`src/rtl/rs_pkg.sv`:
```
// Shared Reed-Solomon definitions: default code parameters, FSM states and
// GF(2^m) constant-multiply helpers evaluated at elaboration.
package rs_pkg;

  localparam int unsigned RS_SYM_BW    = 8;
  localparam int unsigned RS_N_NUM     = 16;
  localparam int unsigned RS_R_NUM     = 8;
  localparam int unsigned RS_PRIM_POLY = 32'h11D;
  localparam int unsigned RS_FCR       = 0;

  localparam int unsigned GF_MAX_BW = 16;
  localparam int unsigned GF_POLY_W = GF_MAX_BW + 1;

  typedef logic [GF_MAX_BW-1:0] gf_elem_t;
  typedef logic [GF_POLY_W-1:0] gf_poly_t;

  typedef enum logic {
    ST_IDLE = 1'b0,
    ST_ACC  = 1'b1
  } rs_state_e;

  // Multiply by alpha (x) and reduce modulo the primitive polynomial.
  function automatic gf_elem_t gf_xtime(input gf_elem_t a, input int unsigned bw,
                                        input gf_poly_t poly);
    gf_poly_t t;
    gf_poly_t top;
    t   = {a, 1'b0};
    top = GF_POLY_W'(1) << bw;
    if ((t & top) != '0) t = t ^ poly;
    return t[GF_MAX_BW-1:0];
  endfunction

  // alpha^k as a field element; intended for constant arguments only.
  function automatic gf_elem_t gf_alpha_pow(input int unsigned k, input int unsigned bw,
                                            input gf_poly_t poly);
    gf_elem_t p;
    p = GF_MAX_BW'(1);
    for (int unsigned i = 0; i < k; i++) p = gf_xtime(p, bw, poly);
    return p;
  endfunction

  // a * c with c constant: shift-and-add folds into a fixed XOR network.
  function automatic gf_elem_t gf_mul_const(input gf_elem_t a, input gf_elem_t c,
                                            input int unsigned bw, input gf_poly_t poly);
    gf_elem_t r;
    gf_elem_t cs;
    r  = '0;
    cs = c;
    for (int i = 0; i < int'(GF_MAX_BW); i++) begin
      r = gf_xtime(r, bw, poly);
      if (cs[GF_MAX_BW-1]) r = r ^ a;
      cs = cs << 1;
    end
    return r;
  endfunction

  // LSB position of S_j inside the flattened syndrome vector.
  function automatic int unsigned synd_lsb(input int unsigned j, input int unsigned bw);
    return j * bw;
  endfunction

endpackage

```
`src/rtl/rs_synd_cell.sv`:
```
// One Horner accumulator for a single syndrome: load / multiply-accumulate by
// alpha^ROOT_EXP / hold. acc_next_c exposes the value being written this cycle.
module rs_synd_cell
  import rs_pkg::*;
#(
  parameter int unsigned SYM_BW    = RS_SYM_BW,
  parameter int unsigned PRIM_POLY = RS_PRIM_POLY,
  parameter int unsigned ROOT_EXP  = 0
) (
  input  logic              clk,
  input  logic              rst,
  input  logic              load,
  input  logic              step,
  input  logic [SYM_BW-1:0] din,
  output logic [SYM_BW-1:0] acc_next_c
);

  localparam gf_poly_t POLY = GF_POLY_W'(PRIM_POLY);
  localparam gf_elem_t ROOT = gf_alpha_pow(ROOT_EXP, SYM_BW, POLY);

  logic [SYM_BW-1:0] acc_q;
  logic [SYM_BW-1:0] acc_d;
  logic [SYM_BW-1:0] mac_c;

  always_comb begin
    mac_c = SYM_BW'(gf_mul_const(GF_MAX_BW'(acc_q), ROOT, SYM_BW, POLY)) ^ din;
    acc_d = acc_q;
    if (load)      acc_d = din;
    else if (step) acc_d = mac_c;
  end

  assign acc_next_c = acc_d;

  always_ff @(posedge clk or posedge rst) begin
    if (rst) acc_q <= '0;
    else     acc_q <= acc_d;
  end

endmodule

```
`src/rtl/rs_syndrome_gen.sv`:
```
// Framed RS syndrome generator: R_NUM Horner cells plus frame control.
// Optional length/abort checking is enabled by defining RS_SYND_ERRCHK_EN.
module rs_syndrome_gen
  import rs_pkg::*;
#(
  parameter int unsigned SYM_BW    = RS_SYM_BW,
  parameter int unsigned N_NUM     = RS_N_NUM,
  parameter int unsigned R_NUM     = RS_R_NUM,
  parameter int unsigned PRIM_POLY = RS_PRIM_POLY,
  parameter int unsigned FCR       = RS_FCR
) (
  input  logic                     clk,
  input  logic                     rst,
  input  logic                     din_val,
  input  logic                     din_sop,
  input  logic                     din_eop,
  input  logic [SYM_BW-1:0]        din,
  output logic                     syndrome_val,
  output logic [SYM_BW*R_NUM-1:0]  syndrome,
  output logic                     syndrome_zero,
  output logic                     frame_err,
  output logic                     busy
);

  localparam int unsigned CNT_W  = $clog2(N_NUM + 2);
  localparam int unsigned SYND_W = SYM_BW * R_NUM;
  localparam logic [CNT_W-1:0] CNT_ONE  = CNT_W'(1);
  localparam logic [CNT_W-1:0] CNT_FULL = CNT_W'(N_NUM);
  localparam logic [CNT_W-1:0] CNT_MAX  = CNT_W'(N_NUM + 1);

  rs_state_e         state_q, state_d;
  logic [CNT_W-1:0]  cnt_q, cnt_d;
  logic              syndrome_val_q, syndrome_val_d;
  logic [SYND_W-1:0] syndrome_q, syndrome_d;
  logic              syndrome_zero_q, syndrome_zero_d;
  logic              busy_q, busy_d;

  logic              load_c;
  logic              step_c;
  logic              report_c;
  logic [SYM_BW-1:0] acc_next_c [R_NUM];
  logic [SYND_W-1:0] synd_next_c;

`ifdef RS_SYND_ERRCHK_EN
  logic abort_q, abort_d;
  logic frame_err_q, frame_err_d;
  logic abort_set_c;
`endif

  for (genvar j = 0; j < int'(R_NUM); j++) begin : g_cell
    rs_synd_cell #(
      .SYM_BW    (SYM_BW),
      .PRIM_POLY (PRIM_POLY),
      .ROOT_EXP  (FCR + j)
    ) u_cell (
      .clk        (clk),
      .rst        (rst),
      .load       (load_c),
      .step       (step_c),
      .din        (din),
      .acc_next_c (acc_next_c[j])
    );
    assign synd_next_c[synd_lsb(j, SYM_BW) +: SYM_BW] = acc_next_c[j];
  end

  // Frame control; a report latches the cells' post-beat values.
  always_comb begin
    state_d  = state_q;
    cnt_d    = cnt_q;
    load_c   = 1'b0;
    step_c   = 1'b0;
    report_c = 1'b0;
`ifdef RS_SYND_ERRCHK_EN
    abort_set_c = 1'b0;
`endif
    if (din_val) begin
      if (din_sop) begin
        load_c = 1'b1;
        cnt_d  = CNT_ONE;
`ifdef RS_SYND_ERRCHK_EN
        abort_set_c = (state_q == ST_ACC);
`endif
        if (din_eop) begin
          report_c = 1'b1;
          state_d  = ST_IDLE;
        end else begin
          state_d  = ST_ACC;
        end
      end else if (state_q == ST_ACC) begin
        step_c = 1'b1;
        if (cnt_q != CNT_MAX) cnt_d = cnt_q + CNT_ONE;
        if (din_eop) begin
          report_c = 1'b1;
          state_d  = ST_IDLE;
        end
      end
    end

    syndrome_val_d  = report_c;
    syndrome_d      = report_c ? synd_next_c : syndrome_q;
    syndrome_zero_d = report_c ? (synd_next_c == '0) : syndrome_zero_q;
    busy_d          = (state_d == ST_ACC);

`ifdef RS_SYND_ERRCHK_EN
    frame_err_d = frame_err_q;
    abort_d     = abort_q | abort_set_c;
    if (report_c) begin
      frame_err_d = (cnt_d != CNT_FULL) | abort_d;
      abort_d     = 1'b0;
    end
`endif
  end

  always_ff @(posedge clk or posedge rst) begin
    if (rst) begin
      state_q         <= ST_IDLE;
      cnt_q           <= '0;
      syndrome_val_q  <= 1'b0;
      syndrome_q      <= '0;
      syndrome_zero_q <= 1'b0;
      busy_q          <= 1'b0;
`ifdef RS_SYND_ERRCHK_EN
      abort_q         <= 1'b0;
      frame_err_q     <= 1'b0;
`endif
    end else begin
      state_q         <= state_d;
      cnt_q           <= cnt_d;
      syndrome_val_q  <= syndrome_val_d;
      syndrome_q      <= syndrome_d;
      syndrome_zero_q <= syndrome_zero_d;
      busy_q          <= busy_d;
`ifdef RS_SYND_ERRCHK_EN
      abort_q         <= abort_d;
      frame_err_q     <= frame_err_d;
`endif
    end
  end

  assign syndrome_val  = syndrome_val_q;
  assign syndrome      = syndrome_q;
  assign syndrome_zero = syndrome_zero_q;
  assign busy          = busy_q;
`ifdef RS_SYND_ERRCHK_EN
  assign frame_err     = frame_err_q;
`else
  assign frame_err     = 1'b0;
`endif

endmodule

```
`config.mk`:
```
export PLATFORM = sky130hd
export DESIGN_NAME = rs_syndrome_gen
export DESIGN_NICKNAME = d
export VERILOG_FILES = /design/src/rtl/rs_pkg.sv /design/src/rtl/rs_synd_cell.sv /design/src/rtl/rs_syndrome_gen.sv
export SDC_FILE = /design/constraint.sdc
export NUM_CORES = 1
export LEC_CHECK = 0
export CAP_MARGIN = 20
export CELL_PAD_IN_SITES_DETAIL_PLACEMENT = 0
export CELL_PAD_IN_SITES_GLOBAL_PLACEMENT = 1
export CORE_ASPECT_RATIO = 0.7
export CORE_UTILIZATION = 50
export CTS_BUF_LIST = sky130_fd_sc_hd__clkbuf_2
export DETAILED_ROUTE_END_ITERATION = 10
export PLACE_DENSITY = 0.95
export SYNTH_ARGS = -nofsm -noshare
export SYNTH_HDL_FRONTEND = slang
export SYNTH_SLANG_ARGS = --single-unit
```
`constraint.sdc`:
```
create_clock -name clk -period 8.3 [get_ports clk]
set_input_delay 0.83 -clock clk [delete_from_list [all_inputs] [get_ports clk]]
set_output_delay 0.83 -clock clk [all_outputs]
set_load 0.005 [all_outputs]
```
==> impl_metrics.py <==
metrics = {
    "logic_synthesis": {
        "synth-xor-area-share_pct": 10.7,
        "synth_nets": 674,
        "yosys.area_share.adder_pct": 0,
        "yosys_warnings": 0,
        "seq_area_frac_synth_pct": 46.6,
        "synthTopCellsByCount": "dfrtp_1, mux2_2, clkbuf_1, a21oi_1, o21ai_0",
        "ys_ff_latch": 131,
        "avgSynthCellArea_sq_um": 10.7,
        "netlist_instances": 661,
        "synth-simple-area-share_pct": 10.2,
        "synth_cell_types": 68,
        "synthArstFlopShare_pct": 100,
        "yosysTopAreaCell": "dfrtp_1",
        "synth_area_sq_um": 7040,
        "synth_ff_type": "dfrtp_1",
        "synth_compound_area_share_pct": 15.0,
        "synth_edf_count": 0,
        "synth_top_family_by_area": "compound AO/OA/AOI/OAI gates",
        "synth_mux_area_share_pct": 13.1,
        "synthTopCellsByArea": "dfrtp_1, mux2_2, mux2i_1",
        "synth_most_common_cell": "dfrtp_1",
        "yosysTopAreaCellShare_pct": 46.6,
    },
    "detailed_routing": {
        "first_iter_violations": 897,
        "ant_nets": 0,
        "vias": 5754,
        "viasPerCell": 6.36,
        "drc": 0,
        "wl_microns": 21000,
        "wl_per_cell_microns": 23.2,
        "first_pass_iters": 6,
    },
    "sta": {
        "slew_headroom_pct": 31.8,
        "tns_ns": 0,
        "drv_slew": 0,
        "skew_ns": 0.0466,
        "final-setup-viol-count": 0,
        "period_needed_ns": 3.81,
        "hold_violations": 0,
        "fmax_mhz": 262,
        "rsz0062_at_grt": "no",
        "post-route-period-util_pct": 45.9,
        "worst_slew_pin_slew_ns": 1.02,
        "setup_ws_ns": 4.49,
    },
    "clock_network": {
        "numCtsBuffers": 17,
        "cts-root-buf": "clkbuf_2",
        "clkLatencyLatePin_ns": 0.73,
        "ctsHoldBuffers": 0,
        "cts_num_sinks": 131,
        "clk_pin_slew_ns": 0.22,
        "cts.path.max_buffers": 2,
        "htree_levels": 4,
        "cts_resized": 0,
        "postCtsSetupBuffers": 0,
        "cts_tree": "done",
    },
    "cells_and_area": {
        "stdcell_count": 905,
        "syn2layout_area_growth_pct": 16.3,
        "drive_above_1_share_pct": 14.9,
        "antennaDiodeCount": 0,
        "fin_area_sq_um": 8190,
        "nets": 720,
    },
    "floorplan": {
        "start_util_pct": 52.4,
        "rows": 35,
        "dieArea_sq_um": 14600,
        "chipHeight_microns": 101,
        "core_sq_um": 13400,
        "pin_count": 81,
        "die_w_microns": 144,
    },
    "setup_path": {
        "path_max_fanout": 41,
        "crit_type": "input port to register",
        "slowest_delay_ns": 0.65,
        "path_cells": "clkdlybuf4s50_1 -> buf_4 -> inv_1 -> nor2_1 -> a211oi_1 -> or4_1 -> nor4_1 -> nand4_1 -> o31ai_1",
        "required_ns": 8.94,
        "timing.critical_path.buf_inv": 3,
        "endpoint_kind": "register",
        "crit_path_top_delay_cell": "nor2_1",
        "critPathTopFamily": "simple AND/OR/NAND/NOR gates",
        "start_kind": "input port",
        "critPathArrivalTime_ns": 4.45,
    },
    "worst_hold_path": {
        "min_path_type": "register to register",
    },
    "global_routing": {
        "grt_pass1_vias": 5339,
        "grt_pass1_wl_microns": 32300,
        "grt_max_degree": 73,
        "grt_usage_pct": 30.7,
        "antenna_found_initial": 0,
        "overflow": 0,
    },
    "placement": {
        "finalWeightedCongestion": 0.972,
        "port_buffers": 79,
        "dp.cells": 873,
        "dpl-instance-area_sq_um": 7900,
        "place_ws_ns": 3.85,
        "dp_hpwl_microns": 14400,
    },
    "power": {
        "power_density_nw_per_um2": 334,
        "vdd_drop_max_uv": 212,
        "leakagePower_nw": 3.50,
    },
    "flow_run": {
        "maxCapViolCount": 0,
    },
    "status": {
        "status": "complete, no violations",
    },
}
[cell families (layout without fill, tap and decap cells)]
group / count (synthesis) / in the layout
xor gates and xnor gates: 66 / 66
and+or+nand+nor: 135 / 135
DFF: 131 / 131
AOI/OAI and AO/OA: 164 / 164
buffers and inverters: 79 / 138
other: 1 / 1
muxes: 85 / 85
[metrics by stage]
stage | power (mW) | utilization, % | hold slack, ns
floorplan | 1.78 | - | 0.469
global placement | 2.23 | 58.6 | 0.465
detailed placement | 2.25 | 58.7 | 0.471
CTS | 2.72 | 60.9 | 0.514
global route | 2.88 | 60.9 | 0.535
finish | 2.74 | 60.9 | 0.509
[final cells by class]
cell class | count | area [sq um]
fill | 1127 | 5260
multi-input combinational | 451 | 3450
sequential | 131 | 3280
timing repair buffer | 87 | 863
tap | 185 | 231
clock inverter | 14 | 200
clock buffer | 18 | 90.1
inverter | 19 | 73.8
[path summary, 6_finish.rpt]
check                              from                   endpoint  slack, ns  depth (start not counted)
min reg2reg                syndrome[57]               syndrome[57]       0.51                          2
max in group asynchronous           rst               syndrome[25]       6.35                          3
min in group asynchronous           rst  g_cell[7].u_cell.acc_q[6]       0.59                          2
min                        syndrome[57]               syndrome[57]       0.51                          2
max                             din_val              syndrome_zero       4.49                          9
max reg2reg                        busy              syndrome_zero       4.95                          7
[layer usage]
| layer | up-vias | track usage, % | routed length [microns] |
|---|---|---|---|
| met5 | - | 0 | 0 |
| met4 | 0 | 10.9 | 588 |
| met3 | 61 | 8.89 | 2870 |
| met2 | 428 | 41.7 | 8620 |
| met1 | 2797 | 46.1 | 8950 |
| li1 | 2468 | - | - |
[cells in the final DEF (no fill, tap or decap), drive strengths merged, types with 5 or more instances in the layout]
| cell type | n |
|---|---|
| o21ai | 42 |
| a21oi | 40 |
| o22ai | 16 |
| nand2b | 8 |
| xnor2 | 33 |
| mux2i | 30 |
| nand2 | 33 |
| nor2 | 28 |
| clkbuf | 18 |
| nor4 | 7 |
| dfrtp | 131 |
| a211oi | 8 |
| xor2 | 21 |
| inv | 22 |
| nor2b | 9 |
| a31oi | 9 |
| nand3 | 9 |
| a21o | 6 |
| xor3 | 5 |
| clkinv | 7 |
| mux2 | 55 |
| nor3 | 7 |
| buf | 8 |
| clkdlybuf4s50 | 79 |
| xnor3 | 7 |
| and3 | 7 |
[power by group]
group	leakage (nW)	switching (mW)	internal, mW
clock network	0.173	0.268	0.204
registers	1.55	0.214	0.849
logic	1.78	0.532	0.670
[flip-flops by register name (all words and copies together) (netlist names)]
| signal | cells |
|---|---|
| syndrome_zero | 1 |
| g_cell.u_cell.acc_q | 64 |
| syndrome_val | 1 |
| syndrome | 64 |
| busy | 1 |
[worst register-to-register path: stages (launching register included)]
cell	delay [ns]
dfrtp_1	0.57
buf_4	0.35
and3b_1	0.64
a21oi_1	0.26
nor4_1	0.57
nand3_1	0.12
or4_1	0.54
o31ai_1	0.26
Power figures use the tool's default switching activity.
==> RTL change, RTL diff (same settings) <==
Add a define of `RS_SYND_ERRCHK_EN`.
--- a/src/rtl/rs_syndrome_gen.sv
+++ b/src/rtl/rs_syndrome_gen.sv
@@ -1,4 +1,6 @@
 // Framed RS syndrome generator: R_NUM Horner cells plus frame control.
 // Optional length/abort checking is enabled by defining RS_SYND_ERRCHK_EN.
+`define RS_SYND_ERRCHK_EN
+
 module rs_syndrome_gen
   import rs_pkg::*;
Formal check against the unedited RTL: not equivalent (a bounded check fails within 4 cycles, from zero or initial values and one cycle with rst high).
==> RTL change against the unedited design <==
- first-iteration DRC count is 12% lower
- cell area is 1.1% higher
- sequential cell count is 7 higher
- worst setup slack worse by 250 ps
- power is 6.1% lower
- synthesized area is 2.1% higher
- wire length is 8.7% higher
- hold slack worse by 9.4 ps
- highest routed layer is now met5
==> RTL change: results (changes against the unedited design) <==
stage;metric;value;unit;change
routing;routedWlPerCell;22.0;um;-5.3%
power_and_ir_drop;swShare;39.6;%;+2.6 points
layout;drive_gt1_share;6.36;%;-8.5 points
grt;grt_pass1_wl;35100;um;+8.5%
yosys;synthCells;791;;+20%
layout;final_cells;1039;;+15%
critical_path;crit_fanout;26;;-37%
clocking;post_cts_buffers;0;;unchanged
yosys;yosysUniqueCellTypes;60;;-12%
routing;drtIter0Drc;792;;-12%
yosys;synthArstFlopShare;100;%;unchanged
yosys;synthTopCellsByArea;dfrtp_1 (48%), nand2_1 (9.2%), xnor2_1 (5.2%);;
routing;dr.pass1.iters;5;;-1
layout;nNetsFinal;851;;+18%
yosys;yosysWarnings;0;;unchanged
clocking;ctsHoldBuffers;0;;unchanged
placement;place_area;8040;um2;+1.8%
clocking;cts_inserted_buffers;17;;unchanged
layout;fillCellCount;1227;;+8.9%
clocking;clk_path_buf_depth;2;;unchanged
placement;pre_cts_slack;3630;ps;-220 ps
grt;grt_max_degree;74;;+1.4%
sta;worstMarginPinSlew;1020;ps;-1.89 ps
clocking;worstSkewPairLatency;700;ps;-30 ps
grt;first_global_vias;5891;;+10%
critical_path;arrival;4670;ps;+220 ps
worst_hold_path;hp-class;reg2reg;;
placement;dp_hpwl;15800;um;+9.5%
yosys;synth-main-ff-cell;dfrtp_1;;
clocking;root_buffer;clkbuf_2;;
layout;antenna_cells;0;;unchanged
layout;syn_to_final_growth;15.2;%;
placement;routabilityCongestion;0.994;;+2.3%
power_and_ir_drop;p_leak;3.71;nW;+6.2%
grt;antenna_found_initial;2;;+2
power_and_ir_drop;max-vdd-ir-drop;0.160;mV;-24%
critical_path;slowest_delay;1080;ps;+430 ps
yosys;ys_seq_area_share;48.0;%;+1.5 points
clocking;cts.clk_slew.worst_paths;200;ps;-20 ps
status;status;finished, final reports clean;;
critical_path;slowest_stage;clkdlybuf4s50_1;;
critical_path;path_delay_family;buffers and inverters;;
clocking;htree_levels;4;;unchanged
placement;io_buffers;80;;+1.3%
routing;viasPerCell;6.04;;-5.0%
clocking;post_cts_resized;0;;unchanged
grt;grt_usage;31.8;%;+1.2 points
yosys;synth_common_cells;nand2_1 (177), dfrtp_1 (138), a21oi_1 (57), clkbuf_1 (45), xnor2_1 (43);;
sta;fin_skew;32.3;ps;-14.3 ps
yosys;synth_nets;806;;+20%
RTL change: changes by cell type in the layout (fill, tap and decap cells not counted), moves of 5 or more:
cell / change
nand2_1: +144
mux2_2: -49
a21oi_1: +18
inv_1: +10
xnor2_1: +10
o22ai_1: +9
xor2_1: +9
dfrtp_1: +7
o22a_1: +6
xnor3_1: -6
mux2i_1: +5
RTL change: layout make-up:
cell class	count	share of cell area, %
inverters	26	1.24
multi-input cells	567	41.1
repair buffers	86	10.2
clock inverters	14	1.80
flip-flops and latches	138	41.7
well taps	190	2.87
clock buffers	18	1.09
RTL change: cell families after synthesis:
logic type	Yosys count	synth area share, %
and+or+nand+nor	273	16.6
buffers and inverters	86	4.70
AOI/OAI and AO/OA	175	14.8
muxes	41	5.81
adders and majority gates	2	0.348
DFF	138	48.0
xor gates and xnor gates	76	9.66
RTL change: routing by layer:
metal,track usage [%],share of wire [%],vias up
met1,44.9,45,3042
li1,-,-,2798
met5,0,0.048,-
met2,47.7,42,366
met3,9.11,10,65
met4,9.80,2.9,2
RTL change: final timing paths:
kind,startpoint,endpoint,slack [ps],depth (start not counted)
setup / recovery,din_val,syndrome_zero,4240,8
hold / removal,syndrome[55],syndrome[55],500,2
setup reg to reg,busy,syndrome_zero,4740,9
hold reg to reg,syndrome[55],syndrome[55],500,2
max in group asynchronous,rst,g_cell[5].u_cell.acc_q[5],6340,3
min in group asynchronous,rst,syndrome[7],570,2
RTL change: power groups by stage:
| stage | clock network (mW) | registers (mW) | logic (mW) |
|---|---|---|---|
| final | 0.403 | 1.05 | 1.11 |
| after global routing | 0.439 | 1.08 | 1.20 |
| after CTS | 0.408 | 1.05 | 1.10 |
| after detailed placement | 0 | 1.06 | 1.10 |
| after global placement | 0 | 1.05 | 1.08 |
| after floorplan | 0 | 0.996 | 0.749 |
